$ cat config.mk
export PLATFORM = sky130hd
export DESIGN_NAME = register_file
export DESIGN_NICKNAME = d
export VERILOG_FILES = /design/src/rtl/register_file.sv
export SDC_FILE = /design/constraint.sdc
export NUM_CORES = 2
export LEC_CHECK = 0
export ABC_CLOCK_PERIOD_IN_PS = 3100
export CAP_MARGIN = 10
export CORE_ASPECT_RATIO = 0.8
export CORE_UTILIZATION = 50
export DETAILED_ROUTE_END_ITERATION = 6
export MAX_ROUTING_LAYER = met4
export PLACE_DENSITY = 0.67
export SYNTH_ARGS = -nofsm -noshare
export SYNTH_HDL_FRONTEND = slang
export SYNTH_SLANG_ARGS = --single-unit
export TNS_END_PERCENT = 10
$ cat constraint.sdc
create_clock -name clockIn -period 3.1 [get_ports clockIn]
set_input_delay 0.465 -clock clockIn [delete_from_list [all_inputs] [get_ports clockIn]]
set_output_delay 0.465 -clock clockIn [all_outputs]
set_load 0.02 [all_outputs]
$ cat src/rtl/register_file.sv
// rtl/register_file.sv - architectural register file with ROB rename tags and operand bypass
//
// Purpose: 32 x {value, busy, tag} register file for an out-of-order core.
//   Reads are combinational and resolve each source operand from the
//   committed value, a same-cycle commit, or the ROB result bus. Commits
//   write values; renames mark registers busy with the producing ROB tag.
//
// Ports:
//   clockIn, resetIn                      clock, synchronous active-high reset
//   clear                                 mispredict flush (drops all busy bits)
//   regUpdateValid/Dest/RobId, regValue   ROB commit
//   renameValid/Dest/RobId                issue-time rename of a destination
//   rs1, rs2                              source register indices
//   rs1Dep, rs2Dep                        ROB tag looked up for each source
//   rs1Ready/Value, rs2Ready/Value        ROB answer for rsNDep
//   op1Valid/Value/Tag, op2Valid/Value/Tag  resolved operands
module register_file #(
  parameter int ROB_WIDTH = 4
) (
  input  logic                 clockIn,
  input  logic                 resetIn,
  input  logic                 clear,
  input  logic                 regUpdateValid,
  input  logic [4:0]           regUpdateDest,
  input  logic [31:0]          regValue,
  input  logic [ROB_WIDTH-1:0] regUpdateRobId,
  input  logic                 renameValid,
  input  logic [4:0]           renameDest,
  input  logic [ROB_WIDTH-1:0] renameRobId,
  input  logic [4:0]           rs1,
  input  logic [4:0]           rs2,
  output logic [ROB_WIDTH-1:0] rs1Dep,
  output logic [ROB_WIDTH-1:0] rs2Dep,
  input  logic                 rs1Ready,
  input  logic                 rs2Ready,
  input  logic [31:0]          rs1Value,
  input  logic [31:0]          rs2Value,
  output logic                 op1Valid,
  output logic                 op2Valid,
  output logic [31:0]          op1Value,
  output logic [31:0]          op2Value,
  output logic [ROB_WIDTH-1:0] op1Tag,
  output logic [ROB_WIDTH-1:0] op2Tag
);

  logic [31:0]          value_q [32];
  logic                 busy_q  [32];
  logic [ROB_WIDTH-1:0] tag_q   [32];

  // One-hot per-register write enables; x0 is never selected.
  logic [31:0] commit_sel;
  logic [31:0] rename_sel;
  logic [31:0] retire_sel;

  always_comb begin
    commit_sel = '0;
    rename_sel = '0;
    retire_sel = '0;
    if (regUpdateValid && (regUpdateDest != 5'd0))
      commit_sel[regUpdateDest] = 1'b1;
    if (renameValid && !clear && (renameDest != 5'd0))
      rename_sel[renameDest] = 1'b1;
    // A commit only frees the register if it is the newest producer.
    for (int i = 1; i < 32; i++)
      retire_sel[i] = commit_sel[i] && (tag_q[i] == regUpdateRobId);
  end

  always_ff @(posedge clockIn) begin
    if (resetIn) begin
      for (int i = 0; i < 32; i++) begin
        value_q[i] <= '0;
        busy_q[i]  <= 1'b0;
        tag_q[i]   <= '0;
      end
    end else begin
      for (int i = 1; i < 32; i++) begin
        if (commit_sel[i])
          value_q[i] <= regValue;
        // Flush beats rename; rename beats a same-cycle retire of that register.
        if (clear) begin
          busy_q[i] <= 1'b0;
        end else if (rename_sel[i]) begin
          busy_q[i] <= 1'b1;
          tag_q[i]  <= renameRobId;
        end else if (retire_sel[i]) begin
          busy_q[i] <= 1'b0;
        end
      end
    end
  end

  function automatic void resolve(
    input  logic [4:0]           rs,
    input  logic                 rob_ready,
    input  logic [31:0]          rob_value,
    output logic                 valid,
    output logic [31:0]          value
  );
    valid = 1'b0;
    value = '0;
    if (rs == 5'd0) begin
      valid = 1'b1;
    end else if (!busy_q[rs]) begin
      valid = 1'b1;
      value = value_q[rs];
    end else if (regUpdateValid && (regUpdateDest == rs) && (regUpdateRobId == tag_q[rs])) begin
      valid = 1'b1;
      value = regValue;
    end else if (rob_ready) begin
      valid = 1'b1;
      value = rob_value;
    end
  endfunction

  always_comb begin
    rs1Dep = tag_q[rs1];
    rs2Dep = tag_q[rs2];
    resolve(rs1, rs1Ready, rs1Value, op1Valid, op1Value);
    resolve(rs2, rs2Ready, rs2Value, op2Valid, op2Value);
    // Storage may be uninitialised while reset is first held; present clean operands.
    if (resetIn) begin
      rs1Dep   = '0;
      rs2Dep   = '0;
      op1Valid = 1'b1;
      op2Valid = 1'b1;
      op1Value = '0;
      op2Value = '0;
    end
    op1Tag = rs1Dep;
    op2Tag = rs2Dep;
  end

endmodule

# Word level (Yosys, flattened, before mapping)
# Memories as Yosys holds them, arrays and structs flattened.
# Index checks and enable logic that the tools add are counted.
[totals]
register_bits = 0
ramBits = 1184
in_bits = 131
elab_cells = 802
n_memories = 3
[op_classes]
magnitude_cmp = 4
eq_ne = 35
muxes = 560
bitwise_logic = 155
n_reduce_logical = 45
[memory_table]
columns = ["name", "depth", "width", "rd", "rd_ports_with_merged_regs", "wr", "line", "source"]
rows = [
  ["value_q", 32, 32, 2, 0, 32, "46", "logic [31:0] value_q [32];"],
  ["tag_q", 32, 4, 33, 0, 32, "48", "logic [ROB_WIDTH-1:0] tag_q [32];"],
  ["busy_q", 32, 1, 2, 0, 32, "47", "logic busy_q [32];"],
]
[op_table]
columns = ["operator", "count"]
rows = [
  ["32-bit 2-to-1 mux", 43],
  ["1-bit 2-to-1 mux", 482],
  ["1-bit bitwise OR", 155],
  ["4-bit == test", 33],
  ["4-bit 2-to-1 mux", 33],
  ["1-bit logical AND", 40],
  ["5-bit by 6-bit < comparator with 1-bit output (second input constant)", 2],
  ["1-bit demux with 5-bit select", 2],
  ["5-bit == test", 2],
  ["5-bit by 1-bit >= comparator with 1-bit output (second input constant)", 2],
  ["5-bit logical NOT", 2],
  ["5-bit nonzero test", 2],
  ["1-bit logical NOT", 1],
]

# Longest topological paths before layout
[logic_depth]
word_depth = 12
mapped_depth = 14
mapped_depth_nobuf = 8

# Worst setup path after synthesis
# No wires, ideal clock.
[synth_path]
path_kind = "input to output"
start = "input rs2[0]"
end = "output op2Value[14]"
arrival_ps = 3165
slack_ps = -530
cell_stages = 12
path_buffers = 5
path_cell_list = "buf_6 buf_8 buf_6 mux4_2 a22oi_2 o21ai_1 a211oi_2 mux2i_1 nand4_1 buf_6 buf_2 a311oi_1"
[synth_between]
elab_chain_cells = 7
[synth_rtl]
columns = ["element", "line", "source"]
rows = [
  ["from (decl)", "31", "input logic [4:0] rs2,"],
  ["memory read 32 x 4 bit or 5-bit == test (tied branches)", "--", ""],
  ["4-bit == test or 1-bit logical AND (tied branches)", "106", "end else if (regUpdateValid && (regUpdateDest == rs) && (regUpdateRobId == tag_q[rs])) begin"],
  ["1-bit logical AND", "106", ""],
  ["32-bit 2-to-1 mux", "106", ""],
  ["32-bit 2-to-1 mux", "103", "end else if (!busy_q[rs]) begin"],
  ["32-bit 2-to-1 mux *", "101", "if (rs == 5'd0) begin"],
  ["32-bit 2-to-1 mux *", "121", "if (resetIn) begin"],
  ["to (decl)", "41", "output logic [31:0] op2Value,"],
]
# Every way passes the cells marked *; elsewhere a longest branch is shown, timed or not.

==> tab_implementation.tex <==
\begin{tabular}{lr}
\hline
Metric & Value \\
\hline
\multicolumn{2}{l}{\textbf{Route}} \\
WL met2 & 92,520 um \\
Initial detailed-routing violation count & 6,306 \\
Total number of vias & 41,750 \\
Final WL & 213,200 um \\
Highest routed metal layer & met4 \\
Routed length per instance & 34.72 um \\
Antenna Nets Post-Route & 0 \\
Wire length the detailed router placed on met1 & 82,050 um \\
Met3 routed wirelength & 29,770 um \\
Router iterations before antenna repair & 7 \\
DRC violation count after routing & 1 \\
Vias per cell & 6.801 \\
\multicolumn{2}{l}{\textbf{Floorplan}} \\
Die height & 314.3 um \\
Starting density of the core & 0.5044 \\
I/O pins & 213 \\
Core Box Area & 120,800 sq um \\
Count of standard-cell rows & 114 \\
Die span in x & 392.3 um \\
Die outline area & 123,300 sq um \\
\multicolumn{2}{l}{\textbf{Critical path}} \\
Highest fanout seen on the critical path & 4 \\
Crit. End Element & primary output \\
Startpoint kind of the worst setup timing path & register \\
Crit Path Class & register to primary output \\
Data arrival time of the critical path & 3860 ps \\
Data required time of the critical path & 2630 ps \\
\multicolumn{2}{l}{\textbf{Clock network}} \\
Clock edge transition at the registers on the reported setup and hold paths & 60 ps \\
Clock tree root driver cell & sky130\_fd\_sc\_hd\_\_clkbuf\_16 \\
CTS Buffer Depth & 3 \\
Clock insertion delay at the later pin of the skew report & 740 ps \\
Number of buffers created by CTS & 114 \\
H-Tree Depth & 3 \\
Quantity of hold-fixing buffers added after cts & 0 \\
Sinks on the clock net & 1,147 \\
CTS tree & done \\
\multicolumn{2}{l}{\textbf{Power and ir drop}} \\
Cell Int Power & 0.02941 W \\
Combinational group share of total power & 0.184 \\
Net switching component of the power & 0.01059 W \\
Clk network pwr share & 0.346 \\
Sequential cell fraction of total power & 0.469 \\
Switching Share & 0.2647 \\
Areal power density over the cells & 540.0 nW/um\^{}2 \\
Peak supply drop & 522.4 uV \\
Static Leak & 25.26 nW \\
\multicolumn{2}{l}{\textbf{Synth}} \\
Biggest area consumer among synthesized cells & sky130\_fd\_sc\_hd\_\_edfxtp\_1 \\
Register area share after synthesis & 0.5652 \\
Library cell with the highest instance count after synthesis & sky130\_fd\_sc\_hd\_\_edfxtp\_1 \\
Prevailing post-synth register cell & sky130\_fd\_sc\_hd\_\_edfxtp\_1 \\
Distinct cell type count of the synthesized netlist & 60 \\
Yosys top cell area share & 0.5652 \\
Number of instances in the synthesized netlist & 3,925 \\
Commonest cells post-synth & sky130\_fd\_sc\_hd\_\_edfxtp\_1, sky130\_fd\_sc\_hd\_\_nor2\_1, sky130\_fd\_sc\_hd\_\_mux4\_2, sky130\_fd\_sc\_hd\_\_clkbuf\_1, sky130\_fd\_sc\_hd\_\_mux2\_2 \\
Number of nets produced by synthesis & 4,056 \\
Syn Area/Cell & 15.53 sq um \\
Number of warning messages in the yosys log & 0 \\
Post-synthesis instance area & 60,940 sq um \\
Number of register bits inferred by synthesis & 1,147 \\
Synth async-reset ratio & 0 \\
Post-synth EDFFs & 1,147 \\
Top area cells in the synthesized netlist & sky130\_fd\_sc\_hd\_\_edfxtp\_1, sky130\_fd\_sc\_hd\_\_mux4\_2, sky130\_fd\_sc\_hd\_\_nor2\_1 \\
\multicolumn{2}{l}{\textbf{Layout}} \\
Footprint of the flip-flops and latches & 34,440 sq um \\
Final standard cell utilization of the core & 0.6131 \\
Share of post-route cells with drive strength above 1 & 0.4031 \\
Non-Filler Instances & 6,139 \\
Final layout net count & 4,549 \\
Multi-input combinational cell area & 25,900 sq um \\
Final design instance area without fill & 74,070 sq um \\
Synth-to-Final Area Change & 21.54\% \\
Final-layout fill cell count & 8,959 \\
\multicolumn{2}{l}{\textbf{STA}} \\
Highest Clock Rate & 231.3 MHz \\
Post-route fraction of the period consumed by the critical path & 1.394 \\
Final count of hold timing violations & 0 \\
Worst-case setup margin in the final layout & -1223 ps \\
Minimum clock period after layout & 4323 ps \\
Final number of max-transition violations & 0 \\
Clock Skew & 35.17 ps \\
Setup-failing EPs final & 77 \\
Worst slew pin tran & 1165 ps \\
Headroom to the max-slew limit & 0.2235 \\
Setup repair after global routing missed its margin & true \\
\multicolumn{2}{l}{\textbf{Placed design}} \\
Gpl congestion & 0.9988 \\
DPL Wire Length & 139,200 um \\
DP Cell Count & 5,895 \\
Port Buf Inserts & 212 \\
Post-DP Area & 69,610 sq um \\
\multicolumn{2}{l}{\textbf{Min path}} \\
Worst min-delay path class & primary input to register \\
\multicolumn{2}{l}{\textbf{Run status}} \\
Failing checks & design-rule violations, negative setup slack \\
Run status & complete, but fails checks \\
\multicolumn{2}{l}{\textbf{Job}} \\
Max Cap Viol & 0 \\
\multicolumn{2}{l}{\textbf{GRT}} \\
Initial antenna violation count & 4 \\
Total routing usage reported by global routing & 0.3577 \\
Pin count of the biggest net entering global routing & 73 \\
Vias in the first global route & 40,800 \\
Global-route wire length before repair & 299,600 um \\
Grt total ovfl & 0 \\
\hline
\end{tabular}
## critical path: stages, from the launching register on
cell,delay [ps]
sky130_fd_sc_hd__edfxtp_1,440
sky130_fd_sc_hd__buf_4,160
sky130_fd_sc_hd__mux4_2,560
sky130_fd_sc_hd__a32oi_1,230
sky130_fd_sc_hd__o211a_1,240
sky130_fd_sc_hd__nand2_1,90
sky130_fd_sc_hd__xnor2_1,160
sky130_fd_sc_hd__nand4_1,140
sky130_fd_sc_hd__buf_4,200
sky130_fd_sc_hd__clkbuf_16,200
sky130_fd_sc_hd__buf_4,180
sky130_fd_sc_hd__nor3b_2,240
sky130_fd_sc_hd__a311oi_4,70
sky130_fd_sc_hd__buf_4,170
## through the flow
step,setup TNS (ps),power (W),worst slack (ps),hold WS (ps)
after floorplan,-15320,0.02297,-157.4,705.1
after global placement,-84900,0.02604,-1659,822.4
after detailed placement,-84200,0.02615,-1602,813.4
after CTS,-71800,0.03990,-1221,122.4
after global routing,-80100,0.04093,-1312,144.5
final,-74320,0.03999,-1223,181.4
## layout make-up
class                      instances  share of cell area
antenna                            5           0.0001689
clock inverter                    80            0.009882
timing repair buffer             795              0.1059
multi-input combinational       2320              0.3497
sequential                      1147              0.4650
tap                             1624             0.02743
inverter                          40            0.002095
clock buffer                     128             0.03980
## path summary, 6_finish.rpt
check,to,cells past startpoint,slack [ps],start
worst min register to register,busy_q[4],3,800,tag_q[4][0]
worst max-delay path,op2Value[12],13,-1220,tag_q[29][1]
worst max register to register,busy_q[19],5,1270,tag_q[19][3]
worst min-delay path,busy_q[1],2,180,resetIn
## sequential cells by signal, indices dropped and copies added, names as in the netlist
| register | count |
|---|---|
| busy_q | 31 |
| tag_q | 124 |
| value_q | 992 |
## power by group through the flow
stage / registers [W] / clock network [W] / logic (W)
floorplan: 0.0189 / 0 / 0.00412
global placement: 0.0190 / 0 / 0.00707
detailed placement: 0.0191 / 0 / 0.00709
CTS: 0.0187 / 0.0140 / 0.00720
global route: 0.0189 / 0.0145 / 0.00759
finish: 0.0188 / 0.0139 / 0.00737
## repair_timing
item,4_1_cts,5_1_grt
pin swaps,48,27
setup buffers,20,7
resized for setup,446,32
setup endpoints to repair,82,82
gates cloned,2,3
## cell families (layout without fill, tap and decap cells)
family | Yosys count | count (layout) | synth area share
flip-flops | 1147 | 1147 | 0.5652
AND/OR/NAND/NOR | 1068 | 1068 | 0.07763
multiplexers | 812 | 813 | 0.2673
buffers and inverters | 459 | 1043 | 0.03371
AO/OA/AOI/OAI | 300 | 300 | 0.03620
XOR/XNOR | 139 | 139 | 0.01998
other | 0 | 5 | 0
## placed cells by master (no fill, tap or decap), types with 19 or more instances in the layout
cell type | synthesis | layout
sky130_fd_sc_hd__nand2b_1 | 82 | 65
sky130_fd_sc_hd__xor2_1 | 63 | 63
sky130_fd_sc_hd__o21ai_1 | 46 | 64
sky130_fd_sc_hd__a31oi_2 | 0 | 24
sky130_fd_sc_hd__clkinv_2 | 0 | 23
sky130_fd_sc_hd__clkdlybuf4s50_1 | 0 | 114
sky130_fd_sc_hd__o211ai_1 | 51 | 51
sky130_fd_sc_hd__buf_2 | 79 | 33
sky130_fd_sc_hd__mux2_2 | 148 | 145
sky130_fd_sc_hd__a22o_1 | 69 | 69
sky130_fd_sc_hd__nand2_2 | 0 | 19
sky130_fd_sc_hd__mux2i_1 | 27 | 24
sky130_fd_sc_hd__clkbuf_16 | 0 | 119
sky130_fd_sc_hd__clkinv_1 | 0 | 29
sky130_fd_sc_hd__xnor2_1 | 76 | 76
sky130_fd_sc_hd__nand4_1 | 23 | 23
sky130_fd_sc_hd__nor3b_4 | 0 | 27
sky130_fd_sc_hd__mux4_2 | 635 | 636
sky130_fd_sc_hd__buf_6 | 16 | 35
sky130_fd_sc_hd__nand3_1 | 54 | 51
sky130_fd_sc_hd__nor2_1 | 682 | 677
sky130_fd_sc_hd__a311oi_4 | 0 | 32
sky130_fd_sc_hd__nand2_1 | 110 | 91
sky130_fd_sc_hd__edfxtp_1 | 1147 | 1147
sky130_fd_sc_hd__buf_12 | 0 | 106
sky130_fd_sc_hd__inv_1 | 40 | 39
sky130_fd_sc_hd__buf_4 | 18 | 486
## routing by layer
layer | global-route usage | vias up
li1 | - | 16560
met1 | 0.5051 | 21650
met2 | 0.4942 | 3083
met3 | 0.1041 | 457
met4 | 0.1273 | 0
met5 | - | -
Power figures use the tool's default switching activity.
